===== config.mk =====
export PLATFORM = sky130hd
export DESIGN_NAME = seg_display_scheduler_flat
export DESIGN_NICKNAME = d
export VERILOG_FILES = /design/src/rtl/seg_display_scheduler_pkg.sv /design/src/rtl/seg_display_scheduler_if.sv /design/src/rtl/seg_rr_pick.sv /design/src/rtl/seg_display_scheduler.sv /design/src/flat_wrapper.sv
export SDC_FILE = /design/constraint.sdc
export NUM_CORES = 1
export LEC_CHECK = 0
export ABC_AREA = 0
export CAP_MARGIN = 20
export CORE_ASPECT_RATIO = 0.9
export CORE_MARGIN = 2
export CORE_UTILIZATION = 40
export DETAILED_ROUTE_END_ITERATION = 12
export PLACE_DENSITY = 0.81
export SYNTH_ARGS = -nofsm -noshare
export SYNTH_HDL_FRONTEND = slang
export SYNTH_SLANG_ARGS = --single-unit

===== constraint.sdc =====
create_clock -name clk -period 5.9 [get_ports clk]
set_input_delay 0.885 -clock clk [delete_from_list [all_inputs] [get_ports clk]]
set_output_delay 0.885 -clock clk [all_outputs]
set_load 0.05 [all_outputs]

===== src/rtl/seg_display_scheduler_pkg.sv =====
// Shared types and sizing helpers for the seven-segment debug scheduler.
package seg_sched_pkg;

  // Display phases of one source's turn.
  typedef enum logic [1:0] {
    SHOW_LO = 2'd0,
    SHOW_HI = 2'd1,
    BLANK   = 2'd2
  } state_t;

  // Index width for a round-robin over n sources (never zero).
  function automatic int idx_width(int n);
    return (n > 1) ? $clog2(n) : 1;
  endfunction

  // Timer width large enough to count 0..max(dwell, blank_cycles)-1.
  function automatic int timer_width(int dwell, int blank_cycles);
    int m;
    m = (dwell > blank_cycles) ? dwell : blank_cycles;
    return (m > 1) ? $clog2(m) : 1;
  endfunction

endpackage


===== src/rtl/seg_display_scheduler_if.sv =====
// Bundle between the debug taps / control and the scheduler, plus the
// display-side outputs consumed by the 7-seg driver.
interface seg_display_scheduler_if
  import seg_sched_pkg::*;
#(
  parameter int NUM_SRC = 4,
  parameter int WIDTH   = 32
);
  localparam int IDX_W = idx_width(NUM_SRC);

  logic [NUM_SRC*WIDTH-1:0] src_data;
  logic [NUM_SRC-1:0]       src_en;
  logic                     hold;
  logic                     step;
  logic [15:0]              disp_half;
  logic                     half_hi;
  logic                     blank;
  logic [IDX_W-1:0]         src_idx;
  logic                     turn_start;

  // Source/control side: drives the taps, watches the display outputs.
  modport master (
    output src_data, src_en, hold, step,
    input  disp_half, half_hi, blank, src_idx, turn_start
  );

  // Scheduler side.
  modport slave (
    input  src_data, src_en, hold, step,
    output disp_half, half_hi, blank, src_idx, turn_start
  );
endinterface


===== src/rtl/seg_rr_pick.sv =====
// Combinational round-robin pick: first set mask bit after 'last',
// wrapping; returns 'last' itself when it is the only enabled bit.
module seg_rr_pick
  import seg_sched_pkg::*;
#(
  parameter  int N  = 4,
  localparam int IW = idx_width(N)
) (
  input  logic [N-1:0]  mask,
  input  logic [IW-1:0] last,
  output logic [IW-1:0] nxt,
  output logic          any
);

  // Scan offsets 1..N from last; the nearest enabled successor wins.
  always_comb begin
    int   j;
    logic found;
    // NOTE: every variable gets a value before any branch so no latch is inferred.
    nxt   = last;
    found = 1'b0;
    j     = 0;
    for (int i = 1; i <= N; i++) begin
      j = int'(last) + i;
      if (j >= N) j -= N;
      if (!found && mask[IW'(j)]) begin
        nxt   = IW'(j);
        found = 1'b1;
      end
    end
  end

  assign any = |mask;

endmodule


===== src/rtl/seg_display_scheduler.sv =====
// Time-shares a 4-digit seven-segment display among NUM_SRC debug words:
// each enabled source shows its low half, its high half, then a blank gap.
module seg_display_scheduler
  import seg_sched_pkg::*;
#(
  parameter int WIDTH        = 32,
  parameter int NUM_SRC      = 4,
  parameter int DWELL_CYCLES = 50000000,
  parameter int BLANK_CYCLES = 5000000
) (
  input  logic                     clk,
  input  logic                     rst,
  seg_display_scheduler_if.slave   bus
);

  localparam int IDX_W = idx_width(NUM_SRC);
  localparam int TW    = timer_width(DWELL_CYCLES, BLANK_CYCLES);

  state_t             state;
  logic [TW-1:0]      timer;
  logic [WIDTH-1:0]   snap;
  logic [IDX_W-1:0]   src_idx;
  logic [15:0]        disp_half;
  logic               half_hi;
  logic               blank;
  logic               turn_start;

  logic [TW-1:0]      last_count;
  logic               tc;
  logic               adv;
  logic [IDX_W-1:0]   nxt;
  logic               any;
  logic [WIDTH-1:0]   nxt_word;

  seg_rr_pick #(.N(NUM_SRC)) u_pick (
    .mask (bus.src_en),
    .last (src_idx),
    .nxt  (nxt),
    .any  (any)
  );

  // Terminal count depends on the phase; hold suppresses it, step does not.
  assign last_count = (state == BLANK) ? TW'(BLANK_CYCLES - 1) : TW'(DWELL_CYCLES - 1);
  assign tc         = !bus.hold && (timer == last_count);
  assign adv        = tc || bus.step;
  assign nxt_word   = bus.src_data[int'(nxt) * WIDTH +: WIDTH];

  // Phase FSM with timer, snapshot and registered display outputs.
  always_ff @(posedge clk or posedge rst) begin
    if (rst) begin
      // NOTE: the snapshot is a plain register, so it is reset with everything else.
      state      <= BLANK;
      timer      <= '0;
      snap       <= '0;
      src_idx    <= IDX_W'(NUM_SRC - 1);
      disp_half  <= '0;
      half_hi    <= 1'b0;
      blank      <= 1'b1;
      turn_start <= 1'b0;
    end else begin
      // NOTE: non-blocking assignments so every register sees pre-edge values.
      turn_start <= 1'b0;
      case (state)
        SHOW_LO, SHOW_HI: begin
          // Losing the shown source aborts the turn; a single adv moves one phase.
          if (!bus.src_en[src_idx] || (adv && state == SHOW_HI)) begin
            state     <= BLANK;
            timer     <= '0;
            blank     <= 1'b1;
            half_hi   <= 1'b0;
            disp_half <= '0;
          end else if (adv) begin
            state     <= SHOW_HI;
            timer     <= '0;
            half_hi   <= 1'b1;
            disp_half <= snap[31:16];
          end else begin
            if (!bus.hold) timer <= timer + 1'b1;
            disp_half <= (state == SHOW_LO) ? snap[15:0] : snap[31:16];
          end
        end
        BLANK: begin
          // Start the next turn only when something is enabled; else keep wrapping.
          if (adv && any) begin
            state      <= SHOW_LO;
            timer      <= '0;
            snap       <= nxt_word;
            src_idx    <= nxt;
            disp_half  <= nxt_word[15:0];
            half_hi    <= 1'b0;
            blank      <= 1'b0;
            turn_start <= 1'b1;
          end else if (!bus.hold) begin
            timer <= tc ? '0 : timer + 1'b1;
          end
        end
        default: begin
          state     <= BLANK;
          timer     <= '0;
          blank     <= 1'b1;
          half_hi   <= 1'b0;
          disp_half <= '0;
        end
      endcase
    end
  end

  assign bus.disp_half  = disp_half;
  assign bus.half_hi    = half_hi;
  assign bus.blank      = blank;
  assign bus.src_idx    = src_idx;
  assign bus.turn_start = turn_start;

endmodule


===== src/flat_wrapper.sv =====
// flat-port wrapper written by rule: the top's interface ports become plain ports
module seg_display_scheduler_flat import seg_sched_pkg::*;
#(
  parameter int WIDTH        = 32,
  parameter int NUM_SRC      = 4,
  parameter int DWELL_CYCLES = 50000000,
  parameter int BLANK_CYCLES = 5000000
)
  (clk, rst, bus_src_data, bus_src_en, bus_hold, bus_step, bus_disp_half, bus_half_hi, bus_blank, bus_src_idx, bus_turn_start);
  seg_display_scheduler_if #(.NUM_SRC(NUM_SRC), .WIDTH(WIDTH)) bus_i ();
  input  logic clk;
  input  logic rst;
  input wire logic [$bits(bus_i.src_data)-1:0] bus_src_data;
  input wire logic [$bits(bus_i.src_en)-1:0] bus_src_en;
  input wire logic [$bits(bus_i.hold)-1:0] bus_hold;
  input wire logic [$bits(bus_i.step)-1:0] bus_step;
  output wire logic [$bits(bus_i.disp_half)-1:0] bus_disp_half;
  output wire logic [$bits(bus_i.half_hi)-1:0] bus_half_hi;
  output wire logic [$bits(bus_i.blank)-1:0] bus_blank;
  output wire logic [$bits(bus_i.src_idx)-1:0] bus_src_idx;
  output wire logic [$bits(bus_i.turn_start)-1:0] bus_turn_start;
  assign bus_i.src_data = bus_src_data;
  assign bus_i.src_en = bus_src_en;
  assign bus_i.hold = bus_hold;
  assign bus_i.step = bus_step;
  assign bus_disp_half = bus_i.disp_half;
  assign bus_half_hi = bus_i.half_hi;
  assign bus_blank = bus_i.blank;
  assign bus_src_idx = bus_i.src_idx;
  assign bus_turn_start = bus_i.turn_start;
  seg_display_scheduler #(.WIDTH(WIDTH), .NUM_SRC(NUM_SRC), .DWELL_CYCLES(DWELL_CYCLES), .BLANK_CYCLES(BLANK_CYCLES)) u_core (.clk(clk), .rst(rst), .bus(bus_i));
endmodule

==> results of run 1 <==
sequential cells by signal, indices dropped and copies added, names as in the netlist:
name                   flops
u_core.bus.blank           1
u_core.timer              26
u_core.bus.disp_half      16
u_core.state               2
u_core.bus.turn_start      1
u_core.bus.src_idx         2
u_core.bus.half_hi         1
u_core.snap               32
through the flow:
step | setup WS (ns) | power, uW
final | 2.19 | 2910
after global routing | 1.96 | 3070
after CTS | 2.19 | 2910
after detailed placement | 1.86 | 2280
after global placement | 2.04 | 2230
after floorplan | 2.94 | 1850
routing by layer:
metal  vias to the layer above  share of wire (%)
met3                        21                6.9
met2                       161                 51
li1                       2180                  -
met1                      2187                 41
met5                         -                  0
met4                         0                1.9
how the worst max path moves through the flow:
stage	from	endpoint	depth (start not counted)
after floorplan	rst	u_core.bus.disp_half[0]	1
after global placement	bus_hold	u_core.bus.disp_half[15]	9
after detailed placement	bus_hold	u_core.bus.disp_half[15]	9
after CTS	u_core.state[1]	u_core.bus.disp_half[15]	9
after global routing	u_core.state[1]	u_core.bus.disp_half[15]	9
final	u_core.state[1]	u_core.bus.disp_half[15]	9
layout make-up:
| cell class | count | area (um2) |
|---|---|---|
| flip-flops and latches | 81 | 2030 |
| clock inverters | 7 | 106 |
| clock buffers | 9 | 225 |
| well taps | 160 | 200 |
| multi-input cells | 405 | 2690 |
| fillers | 1048 | 5080 |
| repair buffers | 162 | 1620 |
| inverters | 5 | 20.0 |
power breakdown:
group	switching, uW	leakage, uW	internal, uW
clock network	240	0.000163	379
registers	122	0.00105	747
logic	839	0.00164	580
cells in the final DEF (no fill, tap or decap), types with 13 or more instances in the layout:
master | Yosys | final
mux2_2 | 33 | 33
nand3_1 | 13 | 13
clkdlybuf4s50_1 | 0 | 156
nor2_1 | 28 | 28
o21ai_0 | 27 | 27
nand2_1 | 102 | 102
dfrtp_1 | 77 | 77
mux2i_1 | 51 | 51
o211ai_1 | 30 | 30
a31oi_1 | 21 | 21
a21oi_1 | 29 | 29
cell families after synthesis:
| logic type | count (synthesis) | synth area share [%] |
|---|---|---|
| compound gates | 133 | 18.2 |
| xor+xnor | 6 | 1.08 |
| fa+ha+maj | 1 | 0.257 |
| buf+inv | 39 | 3.42 |
| flops | 81 | 41.7 |
| mux | 85 | 18.6 |
| simple gates | 180 | 16.7 |
worst max-delay path, delay by kind of cell, from the launching register on:
family / cells / cell delay (ns)
buf+inv: 2 / 1.07
compound gates: 3 / 0.84
simple gates: 3 / 0.69
flops: 1 / 0.56
mux: 1 / 0.38
==> run_results.csv, run 1 <==
group,metric,value,unit
status,outcome,"complete, no violations",
setup_path,criticalPathCategory,"reg -> reg",
timing,fin_crit,3.71,ns
placed_design,port_buffers,156,
synthesis,ys_warn_count,0,
cells_and_area,fin_cells,829,
setup_path,critical_path_peak_fanout,54,
flow_run,cap_violations,0,
synthesis,ys_ff_latch,81,
cells_and_area,layout.nets,801,
floorplan,num_io_pins,157,
floorplan,die-width,120,um
min_path,min_to,"u_core.snap[10]",
synthesis,avgSynthCellArea,9.28,um2
detailed_routing,route.detailed.drc,0,
clock_tree,clock-sinks,81,
setup_path,cp.required,6.08,ns
synthesis,synth_cell_type_count,50,
synthesis,synth_top_area_share,39.6,%
timing,slew-limit-headroom,32.2,%
clock_tree,clockRootBuffer,"clkbuf_16",
clock_tree,cts_hold_buf,0,
power_and_ir_drop,peakVddDrop,0.291,mV
synthesis,synth-main-ff-cell,"dfrtp_1",
grt,grt_pass1_vias,4416,
synthesis,synth_most_common_cell,"nand2_1",
detailed_routing,drt_iter0_drc,277,
setup_path,max_stage_delay,0.65,ns
grt,gr-usage-all-layers,20.7,%
detailed_routing,firstDrtPassIters,5,
setup_path,worstPathArrival,3.89,ns
timing,hold_slack,0.483,ns
timing,fin_skew,0.0122,ns
synthesis,netlist_instances,525,
clock_tree,cts_tree,"yes",
detailed_routing,post_drt_wl_per_cell,16.5,um
setup_path,cp-end-kind,"flip-flop",
synthesis,synth_edf_count,0,
detailed_routing,final_antenna_net_count,0,
floorplan,core,12000,um2
grt,grt_busiest_layer,"met2",
setup_path,cp-start-kind,"flip-flop",
min_path,hold_start,"u_core.snap[10]",
timing,finalSetupTns,0,ns
grt,grt_pass1_wl,21.5,mm
setup_path,r2r-end,"u_core.bus.disp_half[15]",
clock_tree,numCtsBuffers,9,
placed_design,dp.cells,812,
cells_and_area,area_growth,41.6,%
clock_tree,cts_max_level,3,
setup_path,crit_slowest_cell,"clkinv_1",
setup_path,path_cells,"nor2b_1, mux2_2, and4_1, a21o_4, nand3_2, buf_4, clkinv_1, a22oi_1, o21ai_0",
cells_and_area,fin_util,57.6,%
synthesis,ys_top_cells_by_area,"dfrtp_1 40%, mux2i_1 10%, nand2_1 7.9%, mux2_2 7.6%, o211ai_1 4.6%",
power_and_ir_drop,power-per-cell-area,422,nW/um2
timing,rsz0062_at_grt,"no",
cells_and_area,diodes,0,
synthesis,synthArstFlopShare,100,%
timing,setup_viol,0,
min_path,hp-class,"reg -> reg",
grt,gr-usage-met2,35.9,%
floorplan,die-area,13100,um2
placed_design,place.gp.congestion,0.841,
timing,tightest_slew,1.02,ns
floorplan,die_y,109,um
clock_tree,cts_resized,0,
setup_path,worstRegToRegCells,9,
detailed_routing,via_per_inst,5.49,
timing,finalHoldViolations,0,
detailed_routing,via_count,4549,
synthesis,syn_nets,662,
timing,layout_worst_path_cycle_share,62.9,%
placed_design,place_hpwl,9.91,mm
placed_design,placed_area,6550,um2
grt,met1_usage,25.4,%
synthesis,syn-cell-area,4870,um2
timing,slew_violations,0,
clock_tree,clk_path_buf_depth,2,
grt,grt_max_degree,82,
grt,grt_use_met3,5.60,%
clock_tree,worstSkewPairLatency,0.33,ns
clock_tree,path_clk_slew,0.07,ns
clock_tree,cts_setup_buffers,0,
grt,antenna_found_initial,0,
synthesis,synthTopCellsByCount,"102 x nand2_1, 77 x dfrtp_1, 51 x mux2i_1",
grt,grt.overflow.total,0,
cells_and_area,layout-drive-gt1-share,10.6,%
power_and_ir_drop,leakage,0.00285,uW
setup_path,reg2reg_slack,2.19,ns
timing,max_freq,269,MHz
floorplan,rows,38,
floorplan,initial_core_util,40.7,%
cells_and_area,fin_area,6900,um2
min_path,worstHoldPathCells,2,
setup_path,r2r-start,"u_core.state[1]",
synthesis,yosys.area.top_type,"dfrtp_1",
synthesis,yosysSeqAreaShare,41.7,%
detailed_routing,wirelength,13.7,mm
(Power assumes the default switching activity.)
==> run 2, diff against run 1 <==
==> constraint.sdc (replaced) <==
create_clock -name clk -period 3.7 [get_ports clk]
set_input_delay 0.555 -clock clk [delete_from_list [all_inputs] [get_ports clk]]
set_output_delay 0.555 -clock clk [all_outputs]
set_load 0.05 [all_outputs]
==> run 2 against run 1 <==
Sequential power rose by 61%. Sequential share of layout area fell by 0.085 points. Largest power group unchanged. Core utilization rose by 0.17 points.
==> run_results.csv, run 2 (synthesis gave the netlist of run 1 again) <==
group,metric,value,unit
detailed_routing,wl_met2,7.04,mm
placed_design,place_hpwl,10.2,mm
timing,rsz0062_at_grt,"no",
clock_tree,cts_resized,0,
clock_tree,clk_path_buf_depth,2,
floorplan,die-area,13100,um2
flow_run,cap_violations,0,
clock_tree,cts_tree,"yes",
clock_tree,cts_setup_buffers,0,
setup_path,crit_slowest_cell,"dfstp_2",
floorplan,die-width,120,um
detailed_routing,post_drt_wl_per_cell,16.8,um
power_and_ir_drop,power-per-cell-area,663,nW/um2
clock_tree,cts_max_level,3,
cells_and_area,layout.nets,807,
cells_and_area,layout_commonest_cell,"clkdlybuf4s50_1",
cells_and_area,diodes,0,
setup_path,cp.required,3.89,ns
timing,layout_setup_ws,0.650,ns
placed_design,place.gp.congestion,0.865,
min_path,worstHoldPathCells,2,
setup_path,worstPathArrival,3.24,ns
setup_path,reg2reg_slack,0.65,ns
detailed_routing,firstDrtPassIters,5,
clock_tree,numCtsBuffers,9,
cells_and_area,layout-drive-gt1-share,11.3,%
setup_path,cp-start-kind,"flip-flop",
setup_path,worstRegToRegCells,8,
cells_and_area,largest_reg_flops,32,
placed_design,port_buffers,156,
setup_path,critical_path_peak_fanout,18,
placed_design,dp.cells,819,
grt,grt_pass1_wl,22.8,mm
placed_design,pre_cts_ws,0.626,ns
floorplan,die_y,109,um
grt,antenna_found_initial,0,
setup_path,max_stage_delay,0.57,ns
timing,setup_viol,0,
timing,finalSetupTns,0,ns
grt,grt_max_degree,66,
timing,slew-limit-headroom,53.0,%
min_path,hp-class,"reg -> reg",
power_and_ir_drop,leakage,0.00287,uW
clock_tree,clock-sinks,81,
floorplan,num_io_pins,157,
timing,layout_worst_path_cycle_share,82.4,%
power_and_ir_drop,peakVddDrop,0.302,mV
detailed_routing,dr.max_layer_used,"met4",
cells_and_area,largestRegisters,"u_core.snap: 32 flops, u_core.timer: 26 flops, u_core.bus.disp_half: 16 flops",
status,outcome,"complete, no violations",
cells_and_area,final_cell_mix,"156 x clkdlybuf4s50_1, 102 x nand2_1, 77 x dfrtp_1",
setup_path,criticalPathCategory,"reg -> reg",
detailed_routing,via_count,4650,
cells_and_area,fin_util,57.7,%
grt,grt_pass1_vias,4525,
detailed_routing,wirelength,14.1,mm
timing,slew_violations,0,
timing,max_freq,328,MHz
detailed_routing,drt-met1-wl,5.77,mm
cells_and_area,regMostFlops,"u_core.snap",
detailed_routing,final_antenna_net_count,0,
clock_tree,clockRootBuffer,"clkbuf_16",
timing,tightest_slew,0.705,ns
floorplan,initial_core_util,40.7,%
setup_path,path_common_cell,"o211ai_1",
timing,finalHoldViolations,0,
detailed_routing,wl_met3,1.03,mm
floorplan,rows,38,
timing,fin_skew,0.0122,ns
detailed_routing,route.detailed.drc,0,
detailed_routing,drt_iter0_drc,365,
timing,fin_crit,3.05,ns
timing,hold_slack,0.482,ns
clock_tree,worstSkewPairLatency,0.34,ns
clock_tree,path_clk_slew,0.07,ns
setup_path,cp-end-kind,"flip-flop",
setup_path,path_cells,"nor2b_1, mux2_2, and4_1, a21o_4, nand3_2, clkinv_1, o211ai_1, o211ai_1",
cells_and_area,area_growth,42.0,%
cells_and_area,fin_cells,835,
clock_tree,cts_hold_buf,0,
grt,gr-usage-all-layers,22.0,%
floorplan,core,12000,um2
grt,grt.overflow.total,0,
detailed_routing,via_per_inst,5.57,
run 2: path summary, 6_finish.rpt:
| kind | from | to |
|---|---|---|
| setup / recovery | u_core.state[1] | u_core.bus.disp_half[3] |
| hold / removal | u_core.snap[25] | u_core.snap[25] |
| setup reg to reg | u_core.state[1] | u_core.bus.disp_half[3] |
| hold reg to reg | u_core.snap[25] | u_core.snap[25] |
| max in group asynchronous | rst | u_core.timer[10] |
| min in group asynchronous | rst | u_core.snap[24] |
run 2: final cells by class:
cell class              count  area [um2]
flip-flops and latches     81        2030
multi-input cells         405        2690
inverters                   5        20.0
clock inverters             5        63.8
fillers                  1011        5060
clock buffers              11         243
repair buffers            168        1660
well taps                 160         200
run 2: layer usage:
| metal | up-vias | GRT usage [%] |
|---|---|---|
| met4 | 0 | 7.39 |
| met3 | 19 | 5.49 |
| met2 | 192 | 37.0 |
| met5 | - | 0 |
| li1 | 2194 | - |
| met1 | 2245 | 27.9 |
run 2: power breakdown:
part           internal [uW]  total [uW]  switching [uW]
clock network            546         918             372
logic                    937        2270            1340
registers               1190        1400             204
run 2: critical path: cells and delay by family (launching register included):
family                 cells  cell delay, ns
AOI/OAI and AO/OA          3            0.75
and+or+nand+nor            3            0.69
muxes                      1            0.38
DFF                        1            0.57
buffers and inverters      1            0.51
run 2: stage by stage:
step | power, uW | instance area (um2)
floorplan | 2960 | 4870
global placement | 3590 | 6610
detailed placement | 3670 | 6610
CTS | 4600 | 6920
global route | 4870 | 6920
finish | 4590 | 6920
==> run 3, diff against run 2 <==
==> constraint.sdc (replaced) <==
create_clock -name clk -period 3 [get_ports clk]
set_input_delay 0.45 -clock clk [delete_from_list [all_inputs] [get_ports clk]]
set_output_delay 0.45 -clock clk [all_outputs]
set_load 0.05 [all_outputs]
==> run 3 against run 2 <==
Clock-buffer cell count shrank 1. Via count shrank 2.1%. Fmax grew 12%. Global-route usage shrank 0.099 points. Critical path depth shrank 1. Sequential power grew 23%. Combinational power grew 27%.
==> run_results.csv, run 3 (synthesis gave the netlist of run 1 again) <==
group,metric,value,unit
status,outcome,"complete, no violations",
setup_path,cp.buffers_inverters,0,
placed_design,port_buffers,156,
setup_path,worstPathArrival,2.94,ns
grt,grt_max_degree,57,
placed_design,placed_area,6710,um2
cells_and_area,layout_commonest_cell,"clkdlybuf4s50_1",
min_path,hp-class,"reg -> reg",
timing,fin_skew,0.0109,ns
grt,grt_pass1_wl,22.5,mm
flow_run,cap_violations,0,
cells_and_area,final_cell_mix,"156 x clkdlybuf4s50_1, 102 x nand2_1, 77 x dfrtp_1",
timing,finalSetupTns,0,ns
clock_tree,clock-sinks,81,
timing,rsz0062_at_grt,"no",
setup_path,cp-start-kind,"flip-flop",
power_and_ir_drop,peakVddDrop,0.390,mV
grt,grt_pass1_vias,4567,
detailed_routing,post_drt_wl_per_cell,16.5,um
setup_path,max_stage_delay,0.56,ns
grt,antenna_found_initial,0,
placed_design,dp.cells,826,
cells_and_area,layout.nets,814,
grt,grt.overflow.total,0,
timing,slew-limit-headroom,58.7,%
grt,met1_usage,27.2,%
floorplan,die-width,120,um
placed_design,place_hpwl,10.2,mm
cells_and_area,fin_area,6990,um2
grt,grt_use_met3,5.44,%
clock_tree,cts_setup_buffers,0,
clock_tree,cts_resized,0,
clock_tree,cts_tree,"yes",
timing,layout_worst_path_cycle_share,90.8,%
floorplan,num_io_pins,157,
clock_tree,clockRootBuffer,"clkbuf_16",
cells_and_area,largestRegisters,"u_core.snap: 32 flops, u_core.timer: 26 flops, u_core.bus.disp_half: 16 flops",
power_and_ir_drop,power-per-cell-area,808,nW/um2
timing,fin_crit,2.72,ns
grt,grt_busiest_layer,"met2",
clock_tree,worstSkewPairLatency,0.34,ns
cells_and_area,layout-drive-gt1-share,12.2,%
detailed_routing,via_count,4551,
grt,gr-usage-all-layers,21.9,%
floorplan,initial_core_util,40.7,%
setup_path,cp-end-kind,"flip-flop",
detailed_routing,firstDrtPassIters,4,
clock_tree,cts_hold_buf,0,
placed_design,place.gp.congestion,0.830,
setup_path,path_cells,"or4b_1, nor4_2, a2bb2oi_2, a21o_4, a21oi_4, o21a_1, a221o_1",
floorplan,rows,38,
timing,tightest_slew,0.615,ns
detailed_routing,wirelength,13.9,mm
floorplan,die-area,13100,um2
detailed_routing,drt_iter0_drc,289,
grt,gr-usage-met2,37.1,%
detailed_routing,final_antenna_net_count,0,
cells_and_area,fin_util,58.4,%
cells_and_area,largest_reg_flops,32,
clock_tree,path_clk_slew,0.07,ns
setup_path,criticalPathCategory,"reg -> reg",
floorplan,die_y,109,um
setup_path,critical_path_peak_fanout,11,
setup_path,crit_slowest_cell,"or4b_1",
setup_path,crit_family,"compound AO/OA/AOI/OAI gates",
clock_tree,numCtsBuffers,9,
cells_and_area,diodes,0,
power_and_ir_drop,leakage,0.00290,uW
detailed_routing,route.detailed.drc,0,
detailed_routing,via_per_inst,5.40,
timing,finalHoldViolations,0,
clock_tree,cts_max_level,3,
setup_path,cp.required,3.22,ns
timing,max_freq,367,MHz
timing,slew_violations,0,
placed_design,pre_cts_ws,0.214,ns
cells_and_area,fin_cells,842,
cells_and_area,regMostFlops,"u_core.snap",
floorplan,core,12000,um2
timing,layout_setup_ws,0.277,ns
cells_and_area,area_growth,43.6,%
timing,setup_viol,0,
clock_tree,clk_path_buf_depth,2,
-- run 3: cell count changes in the layout (fill, tap and decap cells not counted) --
cell	delta
buf_12	+4
buf_4	+3
clkinvlp_4	+2
bufinv_16	-1
clkbuf_8	-1
clkinv_4	-1
inv_8	+1
-- run 3: path summary, 6_finish.rpt --
check	from	end	slack [ns]	cells after the start
worst max-delay path	u_core.timer[17]	u_core.timer[11]	0.28	7
worst min-delay path	u_core.snap[13]	u_core.snap[13]	0.48	2
worst max register to register	u_core.timer[17]	u_core.timer[11]	0.28	7
worst min register to register	u_core.snap[13]	u_core.snap[13]	0.48	2
max in group asynchronous	rst	u_core.bus.src_idx[0]	1.81	3
min in group asynchronous	rst	u_core.snap[4]	0.50	2
-- run 3: per-stage QoR --
stage / total power (uW) / hold WS [ns]
global route: 6010 / 0.517
CTS: 5680 / 0.481
global placement: 4520 / 0.458
floorplan: 3650 / 0.446
finish: 5650 / 0.480
detailed placement: 4620 / 0.463
-- run 3: cell type report --
class                   instances  area [um2]
clock buffers                  10         229
clock inverters                 6        51.3
repair buffers                175        1770
inverters                       5        20.0
flip-flops and latches         81        2030
multi-input cells             405        2690
well taps                     160         200
fillers                      1028        4990
-- run 3: per-layer routing --
| metal | share of wire (%) | routed length [um] | vias to the layer above |
|---|---|---|---|
| li1 | - | - | 2218 |
| met1 | 42 | 5840 | 2143 |
| met2 | 49 | 6870 | 162 |
| met3 | 5.6 | 780 | 28 |
| met4 | 2.8 | 388 | 0 |
| met5 | 0 | 0 | - |
-- run 3: tightest hold or removal path: cells and delay by family, from the launching register on --
family	cells	cell delay, ns
flops	1	0.34
simple gates	2	0.11
-- run 3: power breakdown --
part	leakage [uW]	switching, uW	internal [uW]	total [uW]
clock	0.000127	466	571	1040
combinational	0.00172	1660	1230	2890
sequential	0.00105	250	1470	1720
